## config.mk

```make
export PLATFORM = sky130hd
export DESIGN_NAME = uart_rx
export DESIGN_NICKNAME = d
export VERILOG_FILES = /design/src/rtl/uart_rx.sv
export SDC_FILE = /design/constraint.sdc
export NUM_CORES = 1
export LEC_CHECK = 0
export BUFFER_PORTS_ARGS = -buffer_cell sky130_fd_sc_hd__buf_2
export CORE_ASPECT_RATIO = 0.5
export CORE_MARGIN = 2
export CORE_UTILIZATION = 59
export CTS_CLUSTER_SIZE = 20
export DETAILED_ROUTE_END_ITERATION = 7
export GPL_ROUTABILITY_DRIVEN = 0
export PLACE_DENSITY = 0.78
export SLEW_MARGIN = 15
export SYNTH_ARGS = -nofsm -noshare
export SYNTH_HDL_FRONTEND = slang
export SYNTH_SLANG_ARGS = --single-unit
export TNS_END_PERCENT = 50
```

## constraint.sdc

```tcl
create_clock -name clk -period 2.4 [get_ports clk]
set_input_delay 0.48 -clock clk [delete_from_list [all_inputs] [get_ports clk]]
set_output_delay 0.48 -clock clk [all_outputs]
set_load 0.05 [all_outputs]
```

## src/rtl/uart_rx.sv

```systemverilog
// 8N1 UART receiver: 2-flop input synchronizer, mid-bit sampling FSM,
// one-cycle valid / framing_err strobes and a held parallel data byte.
module uart_rx #(
    parameter int CLKS_PER_BIT = 5208
) (
    input  logic       clk,
    input  logic       reset,
    input  logic       rx,
    output logic [7:0] data,
    output logic       valid,
    output logic       framing_err,
    output logic       busy
);

    localparam int CNT_W = $clog2(CLKS_PER_BIT);
    localparam logic [CNT_W-1:0] HALF_END = CNT_W'(CLKS_PER_BIT / 2 - 1);
    localparam logic [CNT_W-1:0] BIT_END  = CNT_W'(CLKS_PER_BIT - 1);

    localparam logic [2:0] IDLE      = 3'd0;
    localparam logic [2:0] START     = 3'd1;
    localparam logic [2:0] DATA      = 3'd2;
    localparam logic [2:0] STOP      = 3'd3;
    localparam logic [2:0] WAIT_HIGH = 3'd4;

    logic             rx_meta_reg;
    logic             rx_s_reg;
    logic [2:0]       state_reg,       state_next;
    logic [CNT_W-1:0] clk_cnt_reg,     clk_cnt_next;
    logic [2:0]       bit_idx_reg,     bit_idx_next;
    logic [7:0]       shift_reg,       shift_next;
    logic [7:0]       data_reg,        data_next;
    logic             valid_reg,       valid_next;
    logic             framing_err_reg, framing_err_next;
    logic             capture;

    // Synchronizer flops idle high so reset never looks like a start bit.
    always_ff @(posedge clk) begin
        if (reset) begin
            rx_meta_reg <= 1'b1;
            rx_s_reg    <= 1'b1;
        end else begin
            rx_meta_reg <= rx;
            rx_s_reg    <= rx_meta_reg;
        end
    end

    // Each data bit only loads when the FSM samples its own bit slot.
    genvar gi;
    generate
        for (gi = 0; gi < 8; gi++) begin : g_shift
            assign shift_next[gi] = (capture && (bit_idx_reg == 3'(gi))) ?
                                    rx_s_reg : shift_reg[gi];
        end
    endgenerate

    always_comb begin
        state_next       = state_reg;
        clk_cnt_next     = clk_cnt_reg;
        bit_idx_next     = bit_idx_reg;
        data_next        = data_reg;
        valid_next       = 1'b0;
        framing_err_next = 1'b0;
        capture          = 1'b0;

        case (state_reg)
            IDLE: begin
                if (!rx_s_reg) begin
                    state_next   = START;
                    clk_cnt_next = '0;
                end
            end

            START: begin
                if (clk_cnt_reg == HALF_END) begin
                    clk_cnt_next = '0;
                    if (!rx_s_reg) begin
                        state_next   = DATA;
                        bit_idx_next = 3'd0;
                    end else begin
                        state_next = IDLE;
                    end
                end else begin
                    clk_cnt_next = clk_cnt_reg + CNT_W'(1);
                end
            end

            DATA: begin
                if (clk_cnt_reg == BIT_END) begin
                    capture      = 1'b1;
                    clk_cnt_next = '0;
                    if (bit_idx_reg == 3'd7) begin
                        state_next = STOP;
                    end else begin
                        bit_idx_next = bit_idx_reg + 3'd1;
                    end
                end else begin
                    clk_cnt_next = clk_cnt_reg + CNT_W'(1);
                end
            end

            STOP: begin
                if (clk_cnt_reg == BIT_END) begin
                    clk_cnt_next = '0;
                    if (rx_s_reg) begin
                        data_next  = shift_reg;
                        valid_next = 1'b1;
                        state_next = IDLE;
                    end else begin
                        framing_err_next = 1'b1;
                        state_next       = WAIT_HIGH;
                    end
                end else begin
                    clk_cnt_next = clk_cnt_reg + CNT_W'(1);
                end
            end

            // A held-low line (break) must go idle before the next frame.
            WAIT_HIGH: begin
                if (rx_s_reg) begin
                    state_next = IDLE;
                end
            end

            default: begin
                state_next   = IDLE;
                clk_cnt_next = '0;
            end
        endcase
    end

    always_ff @(posedge clk) begin
        if (reset) begin
            state_reg       <= IDLE;
            clk_cnt_reg     <= '0;
            bit_idx_reg     <= 3'd0;
            shift_reg       <= 8'h00;
            data_reg        <= 8'h00;
            valid_reg       <= 1'b0;
            framing_err_reg <= 1'b0;
        end else begin
            state_reg       <= state_next;
            clk_cnt_reg     <= clk_cnt_next;
            bit_idx_reg     <= bit_idx_next;
            shift_reg       <= shift_next;
            data_reg        <= data_next;
            valid_reg       <= valid_next;
            framing_err_reg <= framing_err_next;
        end
    end

    assign data        = data_reg;
    assign valid       = valid_reg;
    assign framing_err = framing_err_reg;
    assign busy        = (state_reg != IDLE);

endmodule

```

==> results.md <==
- By startpoint and endpoint, the worst setup path is classified as reg2reg.
- The non-filler instance count after layout is 264.
- The element type at the critical path start is a flip-flop.
- The half-perimeter wire length of the detailed placement result is 2420 µm.
- The most instantiated flip-flop cell in the synthesis netlist is sky130_fd_sc_hd__dfxtp_1.
- Across all hold checks on the routed design, the worst slack comes to 0.366 ns.
- Of the total synthesized cell area, the portion taken by XOR and XNOR cells is 0.00908.
- The path depth of the worst reg2reg path is 6.
- The first global-routing pass estimated 6220 µm of wire.
- The post-synthesis async set-or-reset flop share is 0.
- The number of buffers added by the clock tree synthesis step is 5.
- The main combinational cell family by area after synthesis is simple AND/OR/NAND/NOR gates.
- The number of global-route vias before repair is 1359.
- The overall routing resource usage is 0.215.
- The placement-stage worst setup slack is 0.270 ns.
- After the first detailed-routing iteration, the DRC count stood at 58.
- Post-CTS repair changed the size of 0 cells.
- The number of hold-repair buffers added at the cts stage is 0.
- The number of antenna-violating nets in the routed design is 0.
- The width of the chip is 84.9 µm.
- The worst-skew pair later-pin latency is 0.30 ns.
- The area share of the largest cell type after synthesis is 0.405.
- The unique cell type count in the Yosys netlist is 44.
- Setup repair after global routing left no endpoint under its margin.
- The number of synthesized register bits is 39.
- Entering global routing, the biggest net connects 39 pins.
- The tree built by TritonCTS fans out to 39 sinks.
- In this run the vertical extent of the chip is 44.4 µm.
- The number of nets in the layout is 233.
- The flow ran to the end, and the final reports show no timing, DRC or antenna violations.
- The data required time of the critical path is 2.63 ns.
- The share of cells above drive strength 1 is 0.129.
- Buffers added to address setup during post-CTS repair amount to 0.
- The post-layout worst setup margin is 0.251 ns.
- The ratio of total power to cell area is 638 mW/mm².
- Setup violations remaining at the end of the flow were counted as 0.
- The worst hold path was traced through 2 stages.
- Summed over all layers, the routed wires come to 3720 µm.
- The longest clock path from root to sink contains 2 buffers.
- The clock period minus worst slack is 2.15 ns.
- The library cell with the largest summed area after synthesis is sky130_fd_sc_hd__dfxtp_1.
- The class of the tightest hold or removal check is in2reg.
- For the pin with the worst max-slew slack, the measured transition is 0.706 ns.
- The area enclosed by the die boundary is 0.00377 mm².
- The number of standard cells after synthesis is 217.
- By area the synthesized netlist is led by sky130_fd_sc_hd__dfxtp_1 40%, sky130_fd_sc_hd__mux2i_1 7.3%, sky130_fd_sc_hd__ha_1 4.5%, sky130_fd_sc_hd__nand3_1 4.4%, sky130_fd_sc_hd__nand2_1 3.9%.
- The simple-gate share of the synthesized area is 0.301.
- The post-synthesis mux area share is 0.0785.
- The number of nets in the synthesized netlist is 227.
- Summing every instance area after synthesis gives 0.00193 mm².
- In this run the clock root is driven by a sky130_fd_sc_hd__clkbuf_8.
- Each instance of the synthesized netlist takes up on average 8.89 µm².
- The total of warnings raised by yosys is 0.
- Of the synthesized area, sequential elements account for 0.405.
- The count of final hold-check violations was 0.
- Across the run, the number of max-cap violations was 0.
- The ratio of final minimum period to clock period is 0.895.
- The max-slew violation count came to 0.
- In this run the tightest slew margin relative to its limit is 0.525.
- The core region is 0.00307 mm².
- The initial antenna violation count is 0.
- The register with the most flip-flops in the layout has 13 of them.
- The number of port buffers is 13.
- The worst-case IR drop observed on VDD is 0.458 mV.
- In the final routed layout, each cell accounts on average for 14.1 µm.
- The count of flip-flops with a built-in enable after synthesis is 0.
- The aggregate global routing overflow is 0.
- The residual DRC count is 0.
- The number of iterations in the first detailed-routing pass is 5.
- The adder-cell share of the synthesized area is 0.0454.
- The I/O pin count is 14.
- In this run the static leakage power is 0.875 nW.
- The via count normalized by instance count is 5.83.
- The repair_antennas step left the layout with diodes totalling 0.
- The number of placed cells counting well taps is 256.
- The number of cell rows is 14.
- The initial core utilization is 0.629.
- In this run the worst path has a maximum fanout of 14.
- The area growth from synthesis to final layout is 9.60%.
- TritonCTS built the clock tree.
- For the final routed database, the setup TNS stands at 0 ns.
- The total via count in the routed design is 1540.
- The endpoint arrival time on the critical path is 2.38 ns.
- Clock skew on the completed layout was measured at 0.00436 ns.
- The fraction of the mapped netlist area in compound gates is 0.115.
- The achievable clock frequency is 465 MHz.
- The clock-pin slew of the registers on the worst-case setup and hold paths is 0.08 ns.
- The deepest level of the CTS H-tree is 2.
- STA classifies the critical path endpoint as a flip-flop.
==> metal layers <==
| layer | up-vias | track usage | part of all wire |
|---|---|---|---|
| li1 | 792 | - | - |
| met5 | - | 0 | 0 |
| met3 | 7 | 0.0560 | 0.035 |
| met1 | 719 | 0.268 | 0.50 |
| met4 | 0 | 0.105 | 0.018 |
| met2 | 22 | 0.357 | 0.44 |
==> logic make-up after synthesis <==
| kind of cell | count (synthesis) |
|---|---|
| AND/OR/NAND/NOR | 102 |
| flip-flops | 39 |
| AO/OA/AOI/OAI | 32 |
| buffers and inverters | 20 |
| multiplexers | 15 |
| adder cells (fa/ha/maj) | 7 |
| XOR/XNOR | 2 |
==> stage by stage <==
stage	total power [mW]	util	instance area (µm²)
3_3_place_gp	0.707	0.647	1980
5_1_grt	1.38	0.690	2110
2_1_floorplan	0.700	-	1930
3_5_place_dp	0.707	0.647	1980
4_1_cts	1.35	0.690	2110
6_report	1.35	0.690	2110
==> final cells by class <==
cell class | count | area (µm²)
multi-input combinational | 158 | 1060
inverter | 5 | 18.8
timing repair buffer | 14 | 72.6
fill | 230 | 951
clock buffer | 6 | 72.6
sequential | 39 | 781
tap | 40 | 50.0
clock inverter | 2 | 60.1
==> power breakdown <==
group          switching (mW)  total (mW)  internal, mW
clock                   0.242       0.658         0.416
combinational          0.0282      0.0387        0.0104
sequential            0.00440       0.654         0.649
total                   0.275        1.35          1.08
==> Yosys cell counts, types with 4 or more instances <==
library cell               count
sky130_fd_sc_hd__a31oi_1       7
sky130_fd_sc_hd__nor3_1        6
sky130_fd_sc_hd__inv_1         4
sky130_fd_sc_hd__or3_1         8
sky130_fd_sc_hd__dfxtp_1      39
sky130_fd_sc_hd__ha_1          7
sky130_fd_sc_hd__buf_2         4
sky130_fd_sc_hd__nor2_1       20
sky130_fd_sc_hd__a211oi_1      4
sky130_fd_sc_hd__mux2i_1      14
sky130_fd_sc_hd__nand3b_1      6
sky130_fd_sc_hd__clkbuf_1      9
sky130_fd_sc_hd__a21oi_1       8
sky130_fd_sc_hd__nand2_1      20
sky130_fd_sc_hd__nand3_1      17
==> placed cells by master, fill, tap and decap left out, types with 3 or more instances in the layout <==
master,n
sky130_fd_sc_hd__nand3b_1,6
sky130_fd_sc_hd__mux2i_1,14
sky130_fd_sc_hd__a31oi_1,7
sky130_fd_sc_hd__nand4_1,3
sky130_fd_sc_hd__or3_1,8
sky130_fd_sc_hd__a21oi_1,8
sky130_fd_sc_hd__nor2_1,20
sky130_fd_sc_hd__nand3_1,17
sky130_fd_sc_hd__nand2_1,20
sky130_fd_sc_hd__clkbuf_8,5
sky130_fd_sc_hd__ha_1,7
sky130_fd_sc_hd__inv_1,4
sky130_fd_sc_hd__a211oi_1,4
sky130_fd_sc_hd__o21ai_0,3
sky130_fd_sc_hd__nor3b_1,3
sky130_fd_sc_hd__dfxtp_1,39
sky130_fd_sc_hd__nor3_1,6
sky130_fd_sc_hd__and4b_1,3
sky130_fd_sc_hd__buf_2,13
==> worst max-delay path: stages (launching register included) <==
cell	delay, ns
sky130_fd_sc_hd__dfxtp_1	0.38
sky130_fd_sc_hd__ha_1	0.26
sky130_fd_sc_hd__nor4b_2	0.26
sky130_fd_sc_hd__a311oi_2	0.17
sky130_fd_sc_hd__o21bai_2	0.36
sky130_fd_sc_hd__or4_1	0.51
sky130_fd_sc_hd__a21oi_1	0.15
==> final timing paths <==
check	from	end	slack [ns]
setup / recovery	clk_cnt_reg[0]	state_reg[0]	0.25
hold / removal	rx	rx_meta_reg	0.37
setup reg to reg	clk_cnt_reg[0]	state_reg[0]	0.25
hold reg to reg	rx_meta_reg	rx_s_reg	0.42
No activity file was read; power rests on OpenSTA's default activity.
